## src/rtl/mopshub_bus_test_seq.sv

```systemverilog
// rtl/mopshub_bus_test_seq.sv - per-bus RX/TX test sequencer for MOPSHUB CAN buses
// Optional custom-message (ADV) phase after TX is enabled by defining MOPSHUB_SEQ_ADV_TEST_EN.
`timescale 1ns/1ps
module mopshub_bus_test_seq #(
  parameter int N_BUSES        = 32,
  parameter int BUS_W          = 5,
  parameter int GAP_CYCLES     = 120,
  parameter int ENDWAIT_CYCLES = 1,
  parameter int TO_W           = 16
) (
  input  logic               clk,
  input  logic               rst,
  input  logic               start,
  input  logic [N_BUSES-1:0] bus_mask,
  input  logic               end_power_init,
  input  logic               sign_on,
  input  logic               rx_done,
  input  logic               tx_done,
  input  logic               adv_done,
  output logic               osc_trim_en,
  output logic               test_rx,
  output logic               test_tx,
  output logic               test_adv,
  output logic               endwait_all,
  output logic [BUS_W-1:0]   bus_sel,
  output logic               busy,
  output logic               done,
  output logic               err_timeout,
  output logic [BUS_W-1:0]   err_bus,
  output logic [BUS_W:0]     pass_cnt,
  output logic [BUS_W:0]     fail_cnt
);

  localparam int PH_MAX = (GAP_CYCLES > ENDWAIT_CYCLES) ? GAP_CYCLES : ENDWAIT_CYCLES;
  localparam int PH_W   = $clog2(PH_MAX + 1);
  localparam int CNT_W  = (TO_W > PH_W) ? TO_W : PH_W;
  localparam logic [CNT_W-1:0] TO_LAST  = CNT_W'((2 ** TO_W) - 2);
  localparam logic [CNT_W-1:0] GAP_LAST = CNT_W'(GAP_CYCLES - 1);
  localparam logic [CNT_W-1:0] EW_LAST  = CNT_W'(ENDWAIT_CYCLES - 1);
  localparam logic [BUS_W:0]   CNT_MAX  = (BUS_W + 1)'(N_BUSES);

  typedef enum logic [3:0] {
    S_IDLE, S_PWR, S_SIGNON, S_RX, S_ENDW, S_GAP, S_TX, S_ADV, S_NEXT, S_DONE
  } state_t;

  state_t               state, state_nxt;
  logic [CNT_W-1:0]     cnt;
  logic [N_BUSES-1:0]   mask_q;
  logic [BUS_W:0]       start_hit, next_hit;
  logic                 to_hit, pass_inc, fail_inc, fatal_to;

  // Returns {found, index} of the lowest set mask bit at or above 'from'.
  function automatic logic [BUS_W:0] first_set(input logic [N_BUSES-1:0] m, input int from);
    logic [BUS_W:0] r;
    r = '0;
    for (int i = N_BUSES - 1; i >= 0; i--) begin
      if (m[i] && i >= from) r = {1'b1, BUS_W'(i)};
    end
    return r;
  endfunction

  assign start_hit = first_set(bus_mask, 0);
  assign next_hit  = first_set(mask_q, int'(bus_sel) + 1);
  assign to_hit    = (cnt == TO_LAST);

  always_comb begin
    state_nxt = state;
    pass_inc  = 1'b0;
    fail_inc  = 1'b0;
    fatal_to  = 1'b0;
    case (state)
      S_IDLE:   if (start) state_nxt = start_hit[BUS_W] ? S_PWR : S_DONE;
      S_PWR: begin
        if (end_power_init) state_nxt = S_SIGNON;
        else if (to_hit) begin state_nxt = S_DONE; fatal_to = 1'b1; end
      end
      S_SIGNON: begin
        if (sign_on) state_nxt = S_RX;
        else if (to_hit) begin state_nxt = S_DONE; fatal_to = 1'b1; end
      end
      S_RX: begin
        if (rx_done) state_nxt = S_ENDW;
        else if (to_hit) begin state_nxt = S_NEXT; fail_inc = 1'b1; end
      end
      S_ENDW:   if (cnt == EW_LAST) state_nxt = S_GAP;
      S_GAP:    if (cnt == GAP_LAST) state_nxt = S_TX;
      S_TX: begin
        // A done input seen together with the timeout still counts as a pass.
        if (tx_done) begin
`ifdef MOPSHUB_SEQ_ADV_TEST_EN
          state_nxt = S_ADV;
`else
          state_nxt = S_NEXT;
          pass_inc  = 1'b1;
`endif
        end else if (to_hit) begin
          state_nxt = S_NEXT;
          fail_inc  = 1'b1;
        end
      end
`ifdef MOPSHUB_SEQ_ADV_TEST_EN
      S_ADV: begin
        if (adv_done) begin state_nxt = S_NEXT; pass_inc = 1'b1; end
        else if (to_hit) begin state_nxt = S_NEXT; fail_inc = 1'b1; end
      end
`endif
      S_NEXT:   state_nxt = next_hit[BUS_W] ? S_RX : S_DONE;
      S_DONE:   state_nxt = S_IDLE;
      default:  state_nxt = S_IDLE;
    endcase
  end

  always_ff @(posedge clk) begin
    if (rst) begin
      state       <= S_IDLE;
      cnt         <= '0;
      mask_q      <= '0;
      osc_trim_en <= 1'b0;
      test_rx     <= 1'b0;
      test_tx     <= 1'b0;
      endwait_all <= 1'b0;
      bus_sel     <= '0;
      busy        <= 1'b0;
      done        <= 1'b0;
      err_timeout <= 1'b0;
      err_bus     <= '0;
      pass_cnt    <= '0;
      fail_cnt    <= '0;
    end else begin
      state       <= state_nxt;
      cnt         <= (state_nxt != state) ? '0 : cnt + 1'b1;
      osc_trim_en <= (state == S_PWR);
      test_rx     <= (state == S_RX);
      test_tx     <= (state == S_TX);
      endwait_all <= (state == S_ENDW);
      done        <= (state == S_DONE);
      if (state == S_DONE) busy <= 1'b0;
      if (state == S_IDLE && start) begin
        mask_q      <= bus_mask;
        bus_sel     <= start_hit[BUS_W-1:0];
        busy        <= 1'b1;
        err_timeout <= 1'b0;
        err_bus     <= '0;
        pass_cnt    <= '0;
        fail_cnt    <= '0;
      end
      if (state == S_NEXT && next_hit[BUS_W]) bus_sel <= next_hit[BUS_W-1:0];
      if (pass_inc && pass_cnt != CNT_MAX) pass_cnt <= pass_cnt + 1'b1;
      if (fail_inc) begin
        if (fail_cnt != CNT_MAX) fail_cnt <= fail_cnt + 1'b1;
        err_timeout <= 1'b1;
        if (!err_timeout) err_bus <= bus_sel;
      end
      if (fatal_to) begin
        err_timeout <= 1'b1;
        err_bus     <= bus_sel;
      end
    end
  end

`ifdef MOPSHUB_SEQ_ADV_TEST_EN
  always_ff @(posedge clk) begin
    if (rst) test_adv <= 1'b0;
    else     test_adv <= (state == S_ADV);
  end
`else
  logic unused_adv;
  assign unused_adv = adv_done;
  assign test_adv   = 1'b0;
`endif

endmodule

```

## config.mk

```make
export PLATFORM = sky130hd
export DESIGN_NAME = mopshub_bus_test_seq
export DESIGN_NICKNAME = d
export VERILOG_FILES = /design/src/rtl/mopshub_bus_test_seq.sv
export SDC_FILE = /design/constraint.sdc
export NUM_CORES = 1
export LEC_CHECK = 0
export CAP_MARGIN = 25
export CORE_MARGIN = 2
export CORE_UTILIZATION = 40
export DETAILED_ROUTE_END_ITERATION = 10
export DONT_BUFFER_PORTS = 1
export PLACE_DENSITY_LB_ADDON = 0.3
export SLEW_MARGIN = 20
export SYNTH_ARGS = -nofsm -noshare
export SYNTH_HDL_FRONTEND = slang
export SYNTH_SLANG_ARGS = --single-unit
```

## constraint.sdc

```tcl
create_clock -name clk -period 2.8 [get_ports clk]
set_input_delay 0.56 -clock clk [delete_from_list [all_inputs] [get_ports clk]]
set_output_delay 0.56 -clock clk [all_outputs]
set_load 0.02 [all_outputs]
```

Word level (Yosys, flattened, before mapping)
Index checks and enable logic that the tools add are counted.
{"block": "word_totals", "ff_bits": 81, "in_bits": 40, "output_inout_bits": 30}
{"block": "classes", "n_addsub": 4, "order_cmp": 32, "eq_ne": 13, "mux": 101, "n_reduce_logical": 42}
{"op": "6-bit 2-to-1 mux", "count": 69}
{"op": "5-bit by 6-bit greater-or-equal comparator with 1-bit output (first input constant)", "count": 16}
{"op": "4-bit by 6-bit greater-or-equal comparator with 1-bit output (first input constant)", "count": 8}
{"op": "4-bit 2-to-1 mux", "count": 11}
{"op": "1-bit logical AND", "count": 35}
{"op": "4-bit case mux with 8 select lines", "count": 1}
{"op": "5-bit 2-to-1 mux", "count": 6}
{"op": "3-bit by 6-bit greater-or-equal comparator with 1-bit output (first input constant)", "count": 4}
{"op": "16-bit by 1-bit adder with 16-bit output (second input constant)", "count": 1}
{"op": "16-bit equality test (second input constant)", "count": 1}
{"op": "16-bit by 7-bit equality test with 1-bit output (second input constant)", "count": 1}
{"op": "16-bit logical NOT", "count": 1}
{"op": "6-bit by 1-bit adder with 6-bit output (second input constant)", "count": 2}
{"op": "4-bit by 3-bit equality test with 1-bit output (second input constant)", "count": 3}
{"op": "1-bit by 6-bit greater-or-equal comparator with 1-bit output (first input constant)", "count": 2}
{"op": "2-bit by 6-bit greater-or-equal comparator with 1-bit output (first input constant)", "count": 2}
{"op": "1-bit 2-to-1 mux", "count": 12}
{"op": "6-bit inequality test (second input constant)", "count": 2}
{"op": "4-bit by 2-bit equality test with 1-bit output (second input constant)", "count": 2}
{"op": "4-bit equality test (second input constant)", "count": 2}
{"op": "5-bit by 1-bit adder with 6-bit output (second input constant)", "count": 1}
{"op": "2-bit nonzero test", "count": 3}
{"op": "4-bit by 1-bit equality test with 1-bit output (second input constant)", "count": 1}
{"op": "4-bit logical NOT", "count": 1}
{"op": "other kinds (4)", "count": 5}

Logic depth before layout (Yosys ltp)
Gate-level depths: netlist of run 1.
{"block": "depth", "ltp_word": 39, "ltp_mapped": 14, "mapped_depth_nobuf": 11}

Worst setup path before layout of run 1
Ideal clock, no wire load.
{"block": "synth_path", "path_kind": "reg2reg", "start": "reg bus_sel[0]", "end": "reg cnt[10]", "arrival_time_ns": 3.103, "t_required_ns": 2.736, "setup_slack_ns": -0.367, "path_stages_with_launch": 14, "path_buffers": 2, "synth_period_minus_slack_ns": 3.167, "cell_sequence": "dfxtp_1 -> buf_2 -> inv_1 -> ha_1 -> or3b_1 -> a21oi_1 -> nor2_1 -> o31ai_1 -> a21boi_1 -> and4bb_1 -> a21oi_1 -> a211o_1 -> buf_2 -> nor2_1"}
{"block": "synth_via", "elab_chain_len": 39, "word_cells_on_any_way": 101, "cone_classes": "1 x add/sub; 32 x order compare; 1 x eq/ne; 34 x mux; 33 x reduce/logical"}
{"element": "from (decl)", "line": "25", "text": "output logic [BUS_W-1:0] bus_sel,"}
{"element": "from (signal assigned)", "line": "140", "text": "bus_sel <= start_hit[BUS_W-1:0];"}
{"element": "from (signal assigned)", "line": "147", "text": "if (state == S_NEXT && next_hit[BUS_W]) bus_sel <= next_hit[BUS_W-1:0];"}
{"element": "5-bit by 1-bit adder with 6-bit output (*)", "line": "63", "text": "assign next_hit = first_set(mask_q, int'(bus_sel) + 1);"}
{"element": "5-bit by 6-bit greater-or-equal comparator with 1-bit output", "line": "57", "text": "if (m[i] && i >= from) r = {1'b1, BUS_W'(i)};"}
{"element": "1-bit logical AND", "line": "57"}
{"element": "6-bit 2-to-1 mux (31 in series)", "line": "57"}
{"element": "6-bit 2-to-1 mux (*)", "line": "57"}
{"element": "4-bit 2-to-1 mux (*)", "line": "107", "text": "S_NEXT: state_nxt = next_hit[BUS_W] ? S_RX : S_DONE;"}
{"element": "4-bit case mux with 8 select lines (*)", "line": "71", "text": "case (state)"}
{"element": "4-bit inequality test (*)", "line": "131", "text": "cnt <= (state_nxt != state) ? '0 : cnt + 1'b1;"}
{"element": "2-bit OR reduction (no source line) (*)"}
{"element": "to (signal assigned)", "line": "131"}
{"element": "to (decl)", "line": "47", "text": "logic [CNT_W-1:0] cnt;"}
Mark *: on every way between the ends. The rest lies on a longest branch, timed or not.
A chain may end at the register's enable or synchronous reset.

Final worst setup path of run 1
{"block": "layout_path", "start": "reg bus_sel[1]", "end": "reg bus_sel[3]"}
{"block": "layout_via", "elab_chain_len": 37, "word_cells_on_any_way": 100, "cone_classes": "1 x add/sub; 32 x order compare; 33 x mux; 34 x reduce/logical"}
{"element": "5-bit by 1-bit adder with 6-bit output (*)", "line": "63"}
{"element": "5-bit by 6-bit greater-or-equal comparator with 1-bit output", "line": "57"}
{"element": "1-bit logical AND", "line": "57"}
{"element": "6-bit 2-to-1 mux (31 in series)", "line": "57"}
{"element": "6-bit 2-to-1 mux (*)", "line": "57"}
{"element": "1-bit logical AND", "line": "147"}
{"element": "5-bit 2-to-1 mux / 2-bit nonzero test (equally long branches)"}
Marks and branches as above.

==> flow_metrics.py, run 1 <==
metrics = {
    "yosys": {
        "synthCells": 732,
        "syn_nets": 782,
        "synth_ff_type": "dfxtp_1",
        "seq_area_frac_synth_pct": 30.95,
        "yosysWarnings": 0,
        "synth.distinct_cells": 69,
        "synth.area.top_cells": "dfxtp_1, a21oi_1, nand2_1",
        "synth_top_area_share_pct": 30.95,
        "async_flop_share_pct": 0,
        "yosys.area.top_type": "dfxtp_1",
        "syn_area_um2": 5240,
        "syn_area_per_cell_um2": 7.159,
        "synth-seq-cells": 81,
        "synth_edf_count": 0,
    },
    "die": {
        "die_w_um": 118.5,
        "dieHeight_um": 118.5,
        "top_level_ports": 70,
        "rows": 41,
        "core_um2": 12720,
        "start_util_pct": 41.19,
        "design.die.area_um2": 14030,
    },
    "grt": {
        "antenna_found_initial": 0,
        "overflow": 0,
        "grt_max_degree": 68,
        "grt_usage_pct": 24.78,
        "grt_pass1_vias": 5647,
        "grt_pass1_wl_mm": 28.53,
    },
    "placement": {
        "place_congestion": 0.9332,
        "hpwl_mm": 13.11,
        "place_ws_ps": -257.3,
        "postPlaceCellArea_um2": 6168,
        "port_buffers": 0,
    },
    "cts": {
        "path_clk_slew_ps": 70,
        "h-tree-depth": 3,
        "cts_tree": "done",
        "cts-root-buf": "clkbuf_16",
        "cts_made_buffers": 9,
        "postCtsHoldBufs": 0,
        "clockBufferDepth": 2,
        "clk_latency_ps": 350,
        "cts_sinks": 81,
    },
    "min_path": {
        "hold_start": "rst",
        "hold_depth": 1,
        "hold-path-endpoint": "busy$_SDFFE_PP0P_",
        "min_path_type": "primary input to register",
    },
    "timing": {
        "hold_viol_final": 0,
        "relSlewSlack_pct": 51.94,
        "period_share_pct": 109.4,
        "period_needed_ps": 3063,
        "fin_tns_setup_ps": -3738,
        "final_max_slew_viol_count": 0,
        "final.setup_skew_ps": 5.910,
        "tightest_slew_ps": 719.1,
        "max_freq_mhz": 326.5,
        "rsz0062_at_grt": "true",
        "finalSetupViolCount": 21,
        "setup_ws_ps": -263.1,
    },
    "routing": {
        "vias_per_cell": 5.902,
        "num_vias": 5843,
        "ant_nets": 0,
        "routedWlPerCell_um": 17.87,
        "drt-total-wl_mm": 17.69,
        "drt-initial-drc-count": 523,
        "drt-pass1-iter-count": 5,
        "drc_errors": 0,
    },
    "critical_path": {
        "crit_path_start_kind": "register",
        "regToRegSetupSlack_ps": -260,
        "critPathKind": "register to register",
        "r2r_start": "bus_sel[1]$_SDFFE_PP0P_",
        "r2r_end": "bus_sel[3]$_SDFFE_PP0P_",
        "critPathCaptureType": "register",
        "worstPathArrival_ps": 3330,
        "cp_max_fo": 7,
        "reg2reg_depth": 14,
        "worstPathRequired_ps": 3060,
    },
    "power": {
        "intPower_mw": 2.191,
        "swShare_pct": 29.22,
        "p_seq_share_pct": 40.1,
        "p_per_area_nw_per_um2": 447.3,
        "p_switching_mw": 0.9041,
        "irDropWorstVdd_uv": 378.9,
        "power_frac_comb_pct": 20.2,
        "clockPowerShare_pct": 39.7,
        "power.leakage_nw": 2.495,
    },
    "cells_and_area": {
        "nets": 863,
        "final_common_cell": "nand2_1",
        "final_cell_mix": "nand2_1, buf_4, a21oi_1, dfxtp_1, nor2_1",
        "drive_above_1_share_pct": 25.79,
        "final_area_um2": 6918,
        "synthToLayoutAreaGrowth_pct": 32.02,
        "num_antenna_cells": 0,
        "finish.utilization_pct": 54.38,
    },
    "status": {
        "outcome": "complete, but fails checks",
        "violations": "negative setup slack",
    },
    "run": {
        "cap_violations": 0,
    },
}
## through the flow
stage               hold WS (ps)  std cells  power, mW
floorplan                  431.8        732      1.602
global placement           444.2        960      1.786
detailed placement         447.5        960      1.799
CTS                        272.8        986      3.073
global route               278.1        990      3.214
finish                     285.9        990      3.095
## power groups by stage
stage / Sequential (mW) / Combinational, mW / Clock [mW]
floorplan: 1.25 / 0.350 / 0
global placement: 1.26 / 0.525 / 0
detailed placement: 1.26 / 0.536 / 0
CTS: 1.24 / 0.588 / 1.25
global route: 1.24 / 0.674 / 1.30
finish: 1.24 / 0.626 / 1.23
## final cells by class
class                      count  area (um2)
fill                        1228        5804
multi-input combinational    587        3807
sequential                    81        1632
timing repair buffer         110       860.8
clock buffer                   9       225.2
tap                          172       215.2
inverter                      24       93.84
clock inverter                 7       83.83
## kinds of logic after synthesis
logic type,share of synthesized area [%]
flip-flops,30.95
AND/OR/NAND/NOR,30.16
multiplexers,0.8357
buffers and inverters,4.991
other,0.07156
XOR/XNOR,2.842
AO/OA/AOI/OAI,27.77
adder cells (fa/ha/maj),2.388
## state kept, by name (all words and copies together), names as in the netlist, 4 cells and up
name / count
fail_cnt: 6
err_bus: 5
bus_sel: 5
pass_cnt: 6
mask_q: 32
state: 4
cnt: 16
## synthesized netlist by cell type, drive strengths merged (14+ instances only)
master and instances:
nor2 68, o21ai 39, dfxtp 81, nand3 30, buf 19, nor3 20, nor2b 14, a21oi 85
nand2 107, inv 24, clkbuf 21, nand2b 20
## metal layers
| metal | wire, um | GRT usage, % |
|---|---|---|
| met3 | 985 | 3.909 |
| met5 | 0 | 0 |
| met4 | 586 | 10.19 |
| met1 | 7475 | 30.87 |
| met2 | 8641 | 42.49 |
## worst max-delay path by stage
stage	slack (ps)	startpoint	to
finish	-260	bus_sel[1]$_SDFFE_PP0P_	bus_sel[3]$_SDFFE_PP0P_
global route	-310	bus_sel[0]$_SDFFE_PP0P_	bus_sel[3]$_SDFFE_PP0P_
CTS	-120	bus_sel[1]$_SDFFE_PP0P_	cnt[5]$_SDFF_PP0_
detailed placement	-260	bus_sel[1]$_SDFFE_PP0P_	cnt[5]$_SDFF_PP0_
global placement	-190	bus_sel[1]$_SDFFE_PP0P_	cnt[7]$_SDFF_PP0_
floorplan	0.2	bus_sel[2]$_SDFFE_PP0P_	cnt[10]$_SDFF_PP0_
## worst max-delay path, cell delays in order (launching register included)
cell and delay (ps):
dfxtp_4 360, ha_4 190, buf_4 130, buf_4 120, nand2b_4 140, a21oi_1 120
buf_4 160, nor2b_1 90, o41ai_4 390, nand4_1 210, and4bb_2 380, buf_6 110
nor2b_4 40, or3_1 360, a21oi_1 180
## what timing repair did
item / CTS / global route
pin swaps: 4 / 7
gates resized for setup: 49 / 21
setup endpoints to repair: 21 / 21
setup buffers: 10 / 4
No activity file was read; power rests on OpenSTA's default activity.
==> inputs of run 2 (changes only) <==
--- a/config.mk
+++ b/config.mk
@@ -11,6 +11,7 @@
 export DETAILED_ROUTE_END_ITERATION = 10
 export DONT_BUFFER_PORTS = 1
 export PLACE_DENSITY_LB_ADDON = 0.3
+export SKIP_CTS_REPAIR_TIMING = 1
 export SLEW_MARGIN = 20
 export SYNTH_ARGS = -nofsm -noshare
 export SYNTH_HDL_FRONTEND = slang
==> constraint.sdc (replaced) <==
create_clock -name clk -period 2.8 [get_ports clk]
set_input_delay 0.42 -clock clk [delete_from_list [all_inputs] [get_ports clk]]
set_output_delay 0.42 -clock clk [all_outputs]
set_load 0.02 [all_outputs]
==> run 2 against run 1 <==
Non-clock buffer count decreased by 8. Utilization shrank 0.92 points. Design area shrank 1.7%. Clock power hardly changed. The flow still finishes with violations (negative setup slack). Register-to-register slack improved by 50 ps. Die area unchanged. Worst hold slack worse by 140 ps. Sequential cell count did not move.
==> flow_metrics.py, run 2 (same netlist as run 1, synthesis figures left out) <==
metrics = {
    "cts": {
        "cts-root-buf": "clkbuf_16",
        "cts_tree": "done",
        "clk_latency_ps": 340,
        "cts_sinks": 81,
        "path_clk_slew_ps": 70,
        "h-tree-depth": 3,
        "clockBufferDepth": 2,
        "cts_made_buffers": 9,
    },
    "timing": {
        "max_freq_mhz": 331.6,
        "rsz0062_at_grt": "true",
        "period_needed_ps": 3016,
        "period_share_pct": 107.7,
        "final.setup_skew_ps": 7.324,
        "hold_viol_final": 0,
        "tightest_slew_ps": 722.4,
        "fin_tns_setup_ps": -3450,
        "final_max_slew_viol_count": 0,
        "relSlewSlack_pct": 51.31,
        "setup_ws_ps": -215.6,
        "finalSetupViolCount": 21,
    },
    "run": {
        "cap_violations": 0,
    },
    "cells_and_area": {
        "max_flop_register": "mask_q",
        "synthToLayoutAreaGrowth_pct": 29.78,
        "num-fill-cells": 1248,
        "seq_area_um2": 1633,
        "final_cells": 982,
        "final_cell_mix": "nand2_1, buf_4, a21oi_1, dfxtp_1, nor2_1",
        "num_antenna_cells": 0,
        "final_common_cell": "nand2_1",
        "final_area_um2": 6800,
        "largest_reg_flops": 32,
        "multi_input_area_um2": 3760,
        "drive_above_1_share_pct": 24.57,
        "reg_top3": "mask_q x32, cnt x16",
        "nets": 855,
    },
    "placement": {
        "port_buffers": 0,
        "postPlaceCellArea_um2": 6153,
        "hpwl_mm": 13.09,
        "place_congestion": 0.9571,
        "dp_cells": 958,
    },
    "critical_path": {
        "critPathLaunch": "bus_sel[1]$_SDFFE_PP0P_",
        "cp_slowest_cell": "and4bb_2",
        "crit_end": "cnt[5]$_SDFF_PP0_",
        "r2r_start": "bus_sel[1]$_SDFFE_PP0P_",
        "regToRegSetupSlack_ps": -220,
        "worstPathArrival_ps": 3300,
        "slowest_delay_ps": 400,
        "critPathKind": "register to register",
        "crit_path_start_kind": "register",
        "r2r_end": "cnt[5]$_SDFF_PP0_",
        "path_cells": "ha_4, buf_6, buf_6, nor3b_2, o2111a_2, a311oi_2, o2111ai_2, nand3b_1, and4bb_2, a21oi_2, a211o_1, buf_12, nor2_1",
        "worstPathRequired_ps": 3080,
        "path_common_cell": "buf_6",
        "reg2reg_depth": 13,
        "critPathCaptureType": "register",
        "cp_max_fo": 16,
    },
    "die": {
        "die_w_um": 118.5,
        "rows": 41,
        "core_um2": 12720,
        "dieHeight_um": 118.5,
        "top_level_ports": 70,
        "design.die.area_um2": 14030,
        "start_util_pct": 41.19,
    },
    "routing": {
        "vias_per_cell": 5.851,
        "drt-total-wl_mm": 17.56,
        "drc_errors": 0,
        "num_vias": 5746,
        "drt-initial-drc-count": 589,
        "ant_nets": 0,
        "drt-pass1-iter-count": 5,
        "routedWlPerCell_um": 17.88,
    },
    "power": {
        "power.leakage_nw": 2.428,
        "p_per_area_nw_per_um2": 451.5,
        "irDropWorstVdd_uv": 332.4,
        "total_power_mw": 3.071,
    },
    "status": {
        "violations": "negative setup slack",
        "outcome": "complete, but fails checks",
    },
    "grt": {
        "overflow": 0,
        "grt_max_degree": 68,
        "grt_pass1_wl_mm": 27.30,
        "antenna_found_initial": 0,
        "grt_usage_pct": 23.80,
        "grt_pass1_vias": 5397,
    },
    "min_path": {
        "min_path_type": "primary input to register",
    },
}
run 2: report_power, final:
part | switching (mW) | internal, mW
clock | 0.504 | 0.727
sequential | 0.0491 | 1.19
combinational | 0.322 | 0.276
total | 0.875 | 2.20
run 2: layout make-up:
type / instances / share of cell area (%)
inverter: 24 / 1.325
clock inverter: 6 / 1.086
timing repair buffer: 102 / 11.61
sequential: 81 / 24.01
tap: 172 / 3.165
multi-input combinational: 587 / 55.29
clock buffer: 10 / 3.514
run 2: per-layer routing:
| layer | vias up | GRT usage [%] | part of all wire, % |
|---|---|---|---|
| li1 | 2789 | - | - |
| met1 | 2699 | 29.65 | 41 |
| met2 | 222 | 39.70 | 49 |
| met3 | 36 | 4.295 | 6.8 |
| met4 | 0 | 11.24 | 3.4 |
| met5 | - | 0 | 0 |
run 2: worst min path at each step:
stage,from,end,cells after the start
after floorplan,mask_q[12]$_SDFFE_PP0P_,mask_q[12]$_SDFFE_PP0P_,2
after global placement,mask_q[25]$_SDFFE_PP0P_,mask_q[25]$_SDFFE_PP0P_,2
after detailed placement,mask_q[25]$_SDFFE_PP0P_,mask_q[25]$_SDFFE_PP0P_,2
after CTS,rst,fail_cnt[2]$_SDFF_PP0_,1
after global routing,rst,busy$_SDFFE_PP0P_,1
final,rst,busy$_SDFFE_PP0P_,1
run 2: critical path: cells and delay by family, from the launching register on:
kind,cells,cell delay (ps)
flip-flops,1,370
buffers and inverters,3,390
AO/OA/AOI/OAI,5,1200
AND/OR/NAND/NOR,4,810
adder cells (fa/ha/maj),1,180
run 2: stage by stage:
stage | hold WS, ps | utilization, % | setup slack, ps
3_5_place_dp | 447.7 | 48.37 | -223.0
5_1_grt | 145.0 | 53.45 | -351.3
4_1_cts | 133.7 | 50.83 | -256.8
6_report | 147.7 | 53.45 | -215.6
2_1_floorplan | 431.8 | - | 0.1568
3_3_place_gp | 443.8 | 48.37 | -173.5
